===== src/rtl/mmu_req_arbiter.sv =====
// Shares one MMU translation port between instruction fetch and the LSU, tracks the
// page walk to completion and returns a physical address or a fault cause to the winner.
module mmu_req_arbiter #(
  parameter logic [1:0] P_ACC_READ  = 2'd0,
  parameter logic [1:0] P_ACC_WRITE = 2'd1,
  parameter logic [1:0] P_ACC_CODE  = 2'd2,
  parameter logic [1:0] P_ACC_NONE  = 2'd3,
  parameter int         P_MAX_WALKS = 3,
  parameter int         P_TIMEOUT   = 1024
) (
  input  logic        CLK,
  input  logic        RST,
  input  logic        i_req,
  input  logic [31:0] i_vaddr,
  output logic        i_rsp,
  input  logic        d_req,
  input  logic        d_we,
  input  logic [31:0] d_vaddr,
  output logic        d_rsp,
  output logic [31:0] rsp_paddr,
  output logic        rsp_fault,
  output logic [31:0] rsp_cause,
  output logic [1:0]  mmu_tlb_req,
  output logic [31:0] mmu_insn_addr,
  output logic [31:0] mmu_data_addr,
  input  logic        mmu_use_tlb,
  input  logic [2:0]  mmu_pw_state,
  input  logic [31:0] mmu_tlb_addr,
  input  logic [31:0] mmu_pagefault
);

  localparam int          WALK_W   = (P_MAX_WALKS > 1) ? $clog2(P_MAX_WALKS + 1) : 1;
  localparam int          TMO_W    = (P_TIMEOUT > 2) ? $clog2(P_TIMEOUT) : 1;
  localparam logic [WALK_W-1:0] WALK_LAST = WALK_W'(P_MAX_WALKS - 1);
  localparam logic [TMO_W-1:0]  TMO_MAX   = TMO_W'(P_TIMEOUT - 1);
  localparam logic [31:0] NO_FAULT     = 32'hFFFF_FFFF;
  localparam logic [31:0] CAUSE_FETCH  = 32'd12;
  localparam logic [31:0] CAUSE_LOAD   = 32'd13;
  localparam logic [31:0] CAUSE_STORE  = 32'd15;
  localparam logic [2:0]  PW_HIT       = 3'd7;
  localparam logic [2:0]  PW_WALKED    = 3'd5;

  typedef enum logic [1:0] {
    S_IDLE,
    S_ISSUE,
    S_WAIT,
    S_RESP
  } state_e;

  state_e            state_q, state_d;
  logic              rr_data_q, rr_data_d;
  logic              is_data_q, is_data_d;
  logic              we_q, we_d;
  logic [31:0]       vaddr_q, vaddr_d;
  logic [WALK_W-1:0] walk_q, walk_d;
  logic [TMO_W-1:0]  tmo_q, tmo_d;
  logic [31:0]       paddr_q, paddr_d;
  logic              fault_q, fault_d;
  logic [31:0]       cause_q, cause_d;

  logic              grant_data;
  logic              active;
  logic [1:0]        acc_code;
  logic [31:0]       forced_cause;
  logic [TMO_W-1:0]  tmo_inc;
  logic              unused_tlb_bits;

  assign unused_tlb_bits = ^{mmu_tlb_addr[31:22], mmu_tlb_addr[1:0]};

  // Data wins when it is alone or when the pointer favours it over a pending fetch.
  assign grant_data   = d_req && (!i_req || rr_data_q);
  assign acc_code     = !is_data_q ? P_ACC_CODE : (we_q ? P_ACC_WRITE : P_ACC_READ);
  assign forced_cause = !is_data_q ? CAUSE_FETCH : (we_q ? CAUSE_STORE : CAUSE_LOAD);
  assign tmo_inc      = (tmo_q == TMO_MAX) ? tmo_q : tmo_q + 1'b1;

  always_comb begin
    state_d   = state_q;
    rr_data_d = rr_data_q;
    is_data_d = is_data_q;
    we_d      = we_q;
    vaddr_d   = vaddr_q;
    walk_d    = walk_q;
    tmo_d     = tmo_q;
    paddr_d   = paddr_q;
    fault_d   = fault_q;
    cause_d   = cause_q;

    case (state_q)
      S_IDLE: begin
        if (i_req || d_req) begin
          is_data_d = grant_data;
          we_d      = grant_data && d_we;
          vaddr_d   = grant_data ? d_vaddr : i_vaddr;
          rr_data_d = !grant_data;
          walk_d    = '0;
          tmo_d     = '0;
          state_d   = S_ISSUE;
        end
      end

      S_ISSUE: begin
        tmo_d = tmo_inc;
        if (!mmu_use_tlb) begin
          paddr_d = vaddr_q;
          fault_d = 1'b0;
          cause_d = NO_FAULT;
          state_d = S_RESP;
        end else begin
          state_d = S_WAIT;
        end
      end

      S_WAIT: begin
        tmo_d = tmo_inc;
        if (mmu_pw_state == PW_HIT) begin
          paddr_d = {mmu_tlb_addr[21:2], vaddr_q[11:0]};
          fault_d = 1'b0;
          cause_d = NO_FAULT;
          state_d = S_RESP;
        end else if (mmu_pw_state == PW_WALKED && mmu_pagefault != NO_FAULT) begin
          paddr_d = '0;
          fault_d = 1'b1;
          cause_d = mmu_pagefault;
          state_d = S_RESP;
        end else if ((mmu_pw_state == PW_WALKED && walk_q == WALK_LAST) || tmo_q == TMO_MAX) begin
          paddr_d = '0;
          fault_d = 1'b1;
          cause_d = forced_cause;
          state_d = S_RESP;
        end else if (mmu_pw_state == PW_WALKED) begin
          // Walk filled the TLB; stay put so the MMU re-looks-up and hits.
          walk_d = walk_q + 1'b1;
        end
      end

      S_RESP: begin
        walk_d  = '0;
        tmo_d   = '0;
        state_d = S_IDLE;
      end

      default: state_d = S_IDLE;
    endcase
  end

  always_ff @(posedge CLK) begin
    if (RST) begin
      state_q   <= S_IDLE;
      rr_data_q <= 1'b1;
      is_data_q <= 1'b0;
      we_q      <= 1'b0;
      vaddr_q   <= '0;
      walk_q    <= '0;
      tmo_q     <= '0;
      paddr_q   <= '0;
      fault_q   <= 1'b0;
      cause_q   <= NO_FAULT;
    end else begin
      state_q   <= state_d;
      rr_data_q <= rr_data_d;
      is_data_q <= is_data_d;
      we_q      <= we_d;
      vaddr_q   <= vaddr_d;
      walk_q    <= walk_d;
      tmo_q     <= tmo_d;
      paddr_q   <= paddr_d;
      fault_q   <= fault_d;
      cause_q   <= cause_d;
    end
  end

  assign active        = (state_q == S_ISSUE) || (state_q == S_WAIT);
  assign mmu_tlb_req   = active ? acc_code : P_ACC_NONE;
  assign mmu_insn_addr = (active && !is_data_q) ? vaddr_q : 32'h0;
  assign mmu_data_addr = (active && is_data_q) ? vaddr_q : 32'h0;

  assign i_rsp     = (state_q == S_RESP) && !is_data_q;
  assign d_rsp     = (state_q == S_RESP) && is_data_q;
  assign rsp_paddr = paddr_q;
  assign rsp_fault = fault_q;
  assign rsp_cause = cause_q;

endmodule


===== config.mk =====
export PLATFORM = sky130hd
export DESIGN_NAME = mmu_req_arbiter
export DESIGN_NICKNAME = d
export VERILOG_FILES = /design/src/rtl/mmu_req_arbiter.sv
export SDC_FILE = /design/constraint.sdc
export NUM_CORES = 1
export LEC_CHECK = 0
export ABC_AREA = 0
export BUFFER_PORTS_ARGS = -buffer_cell sky130_fd_sc_hd__clkbuf_2
export CORE_ASPECT_RATIO = 1.2
export CORE_MARGIN = 10
export CORE_UTILIZATION = 50
export DETAILED_ROUTE_END_ITERATION = 10
export GPL_ROUTABILITY_DRIVEN = 0
export PLACE_DENSITY = 0.86
export SLEW_MARGIN = 20
export SYNTH_ARGS = -nofsm -noshare
export SYNTH_HDL_FRONTEND = slang
export SYNTH_SLANG_ARGS = --single-unit

===== constraint.sdc =====
create_clock -name CLK -period 4.92 [get_ports CLK]
set_input_delay 0.984 -clock CLK [delete_from_list [all_inputs] [get_ports CLK]]
set_output_delay 0.984 -clock CLK [all_outputs]
set_load 0.05 [all_outputs]

== Yosys cells after proc, flatten, opt, wreduce, memory -nomap -nowiden ==
Index checks and enable logic that the tools add are counted.

* Memories: 0
* ROM bits: 0
* Register bits after elaboration: 114
* Input bits: 137
* Bits in writable memories: 0
* Word-level logic and storage cells: 90
* Bits in latches: 0
* Output and inout bits: 133

* Mux-type cells: 38
* Reductions and logical operators: 24
* $lt $le $gt $ge: 0
* Eq/ne operators: 16
* Shift-type cells: 0
* $mul: 0
* Divide/modulo/power cells: 0
* Bitwise gates (word level): 0
* Add/subtract/negate cells: 2

{| class="wikitable"
|+ Operator list
! cell !! number
|-
| 2-to-1 mux 32 bit || 11
|-
| one-hot mux 32 bit (2 select lines) || 2
|-
| inequality test 32 bit (second input constant) || 1
|-
| one-hot mux 10 bit (3 select lines) || 1
|-
| 2-to-1 mux 2 bit || 13
|-
| 2-to-1 mux 10 bit || 2
|-
| inequality test 2 bit (second input constant) || 7
|-
| adder 10 x 1 -> 10 bit (second input constant) || 1
|-
| == test 10 bit (second input constant) || 1
|-
| logical AND 1 bit || 8
|-
| one-hot mux 2 bit (4 select lines) || 1
|-
| == test 2 bit (second input constant) || 3
|-
| == test 3 bit (second input constant) || 2
|-
| 2-to-1 mux 1 bit || 6
|-
| one-hot mux 2 bit (3 select lines) || 1
|-
| AND reduction 2 bit || 3
|-
| AND reduction 6 bit || 1
|-
| logical OR 1 bit || 4
|-
| inequality test 4 bit (second input constant) || 1
|-
| zero test 1 bit || 3
|-
| AND reduction 3 bit || 1
|-
| nonzero test 3 bit || 1
|-
| adder 2 x 1 -> 2 bit (second input constant) || 1
|-
| == test 2 x 1 -> 1 bit (second input constant) || 1
|-
| 4 further kinds || 4
|}

== Longest topological paths before layout ==
* Depth after elaboration: 7
* Mapped depth: 9
* Gate-level depth less buffers: 8

== Worst setup path before layout ==
Ideal clock, no wire load.

* Path type: reg2out
* Start point: register state_q[0]
* End point: output port mmu_insn_addr[10]
* Arrival time: 1913 ps
* Buffers on the path: 2
* Cell stages (with the launch flop): 7
* Path slack: 2023 ps
* Data required time: 3936 ps
* Path through: dfxtp_1 -> inv_1 -> ha_1 -> clkbuf_1 -> nor2b_1 -> clkbuf_1 -> and2_1

* Longest elaborated chain between the ends: 4
* Elaborated cells between the ends (all ways): 5
* Classes of those cells: 2 x eq/ne; 1 x mux; 2 x reduce/logical

{| class="wikitable"
|+ Ends and longest elaborated chain
! what !! RTL line !! text
|-
| start: declaration || 50 || <nowiki>state_e state_q, state_d;</nowiki>
|-
| start signal: assignment || 159 || <nowiki>state_q <= state_d;</nowiki>
|-
| == test 2 x 1 -> 1 bit / == test 2 bit (equally long branches) || 172 || <nowiki>assign active = (state_q == S_ISSUE) || (state_q == S_WAIT);</nowiki>
|-
| logical OR 1 bit * || 172 ||
|-
| logical AND 1 bit * || 174 || <nowiki>assign mmu_insn_addr = (active && !is_data_q) ? vaddr_q : 32'h0;</nowiki>
|-
| 2-to-1 mux 32 bit * || 174 ||
|-
| end: declaration || 24 || <nowiki>output logic [31:0] mmu_insn_addr,</nowiki>
|}

Mark *: on every way between the ends. The rest lies on a longest branch, timed or not.

== Worst setup path after layout ==
* Start point: register state_q[0]
* End point: output port mmu_insn_addr[15]

The elaborated chain is that of the path after synthesis.

==> run metrics <==
outcome=complete, no violations; clock tree sinks=114; Fill cells=876; Avg Cell Area, Syn=8.92 um^2; Initial Util=slightly above 50%; DRC viols=0; All-Layer GR Usage=24.1%; nets=around 990; first-pass GRT wire length=around 30000 um; Peak VDD IR=263 uV; post-route design area=7460 um^2; DP HPWL=14600 um; cts bufs inserted=17; CTS tree=yes; Data arrival, critical path=about 2500 ps; area leader, netlist=dfxtp_1; post-synth top area share=41.3%; Clock Latency Late Sink=~410 ps; die boundary width=roughly 120 um; PwrDens=around 660 nW/um^2; number of DRC markers in iteration 0=546; Tcrit/Tclk final=between 70 and 80%; Setup Viol. Count Final=0; Setup CP Type=flip-flop to output port; vias per inst=slightly below 6; total gr overflow=0; reg-to-reg endpoint=walk_q[1]$_SDFFE_PP0P_; area of the multi-input gates=2960 um^2; leak pwr=about 0.0033 uW; flop2flop setup slack=roughly 2300 ps; library cells used by synthesis=47; Synth Instances=619; Synth Cell Area=5520 um^2; clock transition at the registers of the reported paths=50 ps; Die Height=135 um; Reg-to-Reg Start=state_q[0]$_SDFFE_PP0P_; area post-placement=6820 um^2; hold path startpoint=rsp_fault$_SDFFE_PP0P_; Site Rows=42; Area contributors post-synth=dfxtp_1, a21oi_1, a222oi_1; share of cells above drive strength 1=41.4%; Clock Skews=7.83 ps; Seq. cell area=2280 um^2; I/O pin total=270; RSZ-0062 raised after global routing=false; WHS Path Cells=2; largest net degree at the start of global routing=57; clock buffer depth=2; worst-case reg-to-reg path depth=8; fin cells=about 1000; Port Buffers=roughly 260; asr flop ratio synth=0%; Final WS setup=1420 ps; startpoint types=flip-flop; Hold Path Class=flip-flop to flip-flop; worst slew pin tran=1060 ps; min cycle time layout=3500 ps; Pwr Total=4940 uW; CP endpoint kind=output port; wire length per cell=20.1 um; Seq/Total Area, Yosys=between 40% and 50%; top_reg_cell synth=dfxtp_1; Post-synth EDFFs=0; Final Hold Vio Count=0; launch point of the worst path=state_q[0]$_SDFFE_PP0P_; CTS Hold Buffers Added=0; core area=10900 um^2; max-cap viol count=0; slew margin rel.=29.2%; Setup Buffers After CTS=0; drt first pass iters=7; area delta synth->final=35.1%; post-cts sizing count=0; Syn Nets=764; pre-CTS setup slack=1680 ps; Yosys reg bits=114; final WL=20000 um; via count=5901; placed insts=960; fmax=286 MHz; Worst EP required=3940 ps; warnings from Yosys=0; setup_tns=0 ps; CTS root buffer=clkbuf_16; die area=15700 um^2; Crit Path Max Fanout=39; count of final max-slew check failures=0; ANT nets after route=0; Endpoint, Worst Hold=rsp_fault$_SDFFE_PP0P_; H-tree lvl count=4; initial antenna violation count=1; vias in the first global route=5698
## per-layer routing
layer / wire, um / share of wire (%) / global-route usage (%)
met1: 7240 / 36 / 26.8
met2: 9290 / 46 / 38.2
met3: 2770 / 14 / 12.0
met4: 701 / 3.5 / 10.3
met5: 0 / 0 / 0
## registers in the layout, indices dropped and copies added, names as in the netlist
name / flops
rsp_cause: 32
rsp_paddr: 32
vaddr_q: 32
tmo_q: 10
state_q: 2
walk_q: 2
is_data_q: 1
rr_data_q: 1
rsp_fault: 1
we_q: 1
## worst max-delay path: stages, from the launching register on
cell and delay [ps]:
dfxtp_1 420, inv_1 120, ha_1 290, buf_4 320, nor2b_1 180, buf_4 300
and2_1 190, clkbuf_2 280
## report_power, final
| part | switching (uW) | internal, uW |
|---|---|---|
| Combinational | 1700 | 578 |
| Clock | 434 | 873 |
| Sequential | 203 | 1160 |
## cell usage in the layout (no fill, tap or decap), drive strengths merged, types with 3 or more instances in the layout
master / netlist / final
a211oi: 25 / 25
clkinv: 0 / 6
and3: 35 / 35
or3: 3 / 3
nor2b: 4 / 4
o21ai: 21 / 21
nor4: 3 / 3
nor2: 78 / 78
a22oi: 49 / 49
ha: 8 / 8
nor3: 5 / 5
a211o: 3 / 3
inv: 7 / 7
xor2: 4 / 4
clkbuf: 48 / 275
and2: 34 / 34
nand3: 7 / 7
nand4: 21 / 21
dfxtp: 114 / 114
nand2: 13 / 13
a222oi: 32 / 32
bufinv: 0 / 4
a21oi: 72 / 72
clkinvlp: 0 / 3
or2: 3 / 3
buf: 13 / 14
## cell usage after synthesis (5+ instances only)
master and instances:
and3_1 35, clkbuf_1 48, a21oi_1 72, ha_1 8, nor2_1 77, inv_1 7
and2_1 33, a222oi_1 32, a22oi_2 20, buf_2 5, a22oi_1 29, nand4_1 21
dfxtp_1 114, o21ai_1 5, nand3_1 6, o21ai_0 16, a211oi_2 20, nand2_1 13
## worst max-delay path by stage
stage / to / slack, ps
after floorplan: mmu_insn_addr[10] / 2020
after global placement: rsp_cause[2]$_SDFFE_PP1P_ / 1710
after detailed placement: rsp_cause[3]$_SDFFE_PP1P_ / 1680
after CTS: mmu_insn_addr[15] / 1390
after global routing: mmu_insn_addr[15] / 1280
final: mmu_insn_addr[15] / 1420
## logic make-up (layout without fill, tap and decap cells)
| logic type | Yosys count | in the layout | synth area share (%) |
|---|---|---|---|
| flops | 114 | 114 | 41.3 |
| xor+xnor | 6 | 6 | 0.951 |
| fa+ha+maj | 8 | 8 | 1.81 |
| buf+inv | 68 | 309 | 5.48 |
| simple gates | 211 | 211 | 20.3 |
| other cells | 0 | 1 | 0 |
| compound gates | 211 | 211 | 30.0 |
| mux | 1 | 1 | 0.181 |
## final cells by class
cell class | instances | area share [%]
Tap cell | 132 | 2.21
Multi-Input combinational cell | 437 | 39.7
Inverter | 7 | 0.352
Timing Repair Buffer | 270 | 18.6
Antenna cell | 1 | 0.0335
Clock inverter | 13 | 2.47
Sequential cell | 114 | 30.6
Clock buffer | 19 | 6.07
## metrics by stage
step / hold WS (ps) / utilization (%)
2_1_floorplan: 449 / -
3_3_place_gp: 457 / 62.4
3_5_place_dp: 466 / 62.4
4_1_cts: 473 / 68.2
5_1_grt: 494 / 68.3
6_report: 470 / 68.3
Power figures use the tool's default switching activity.
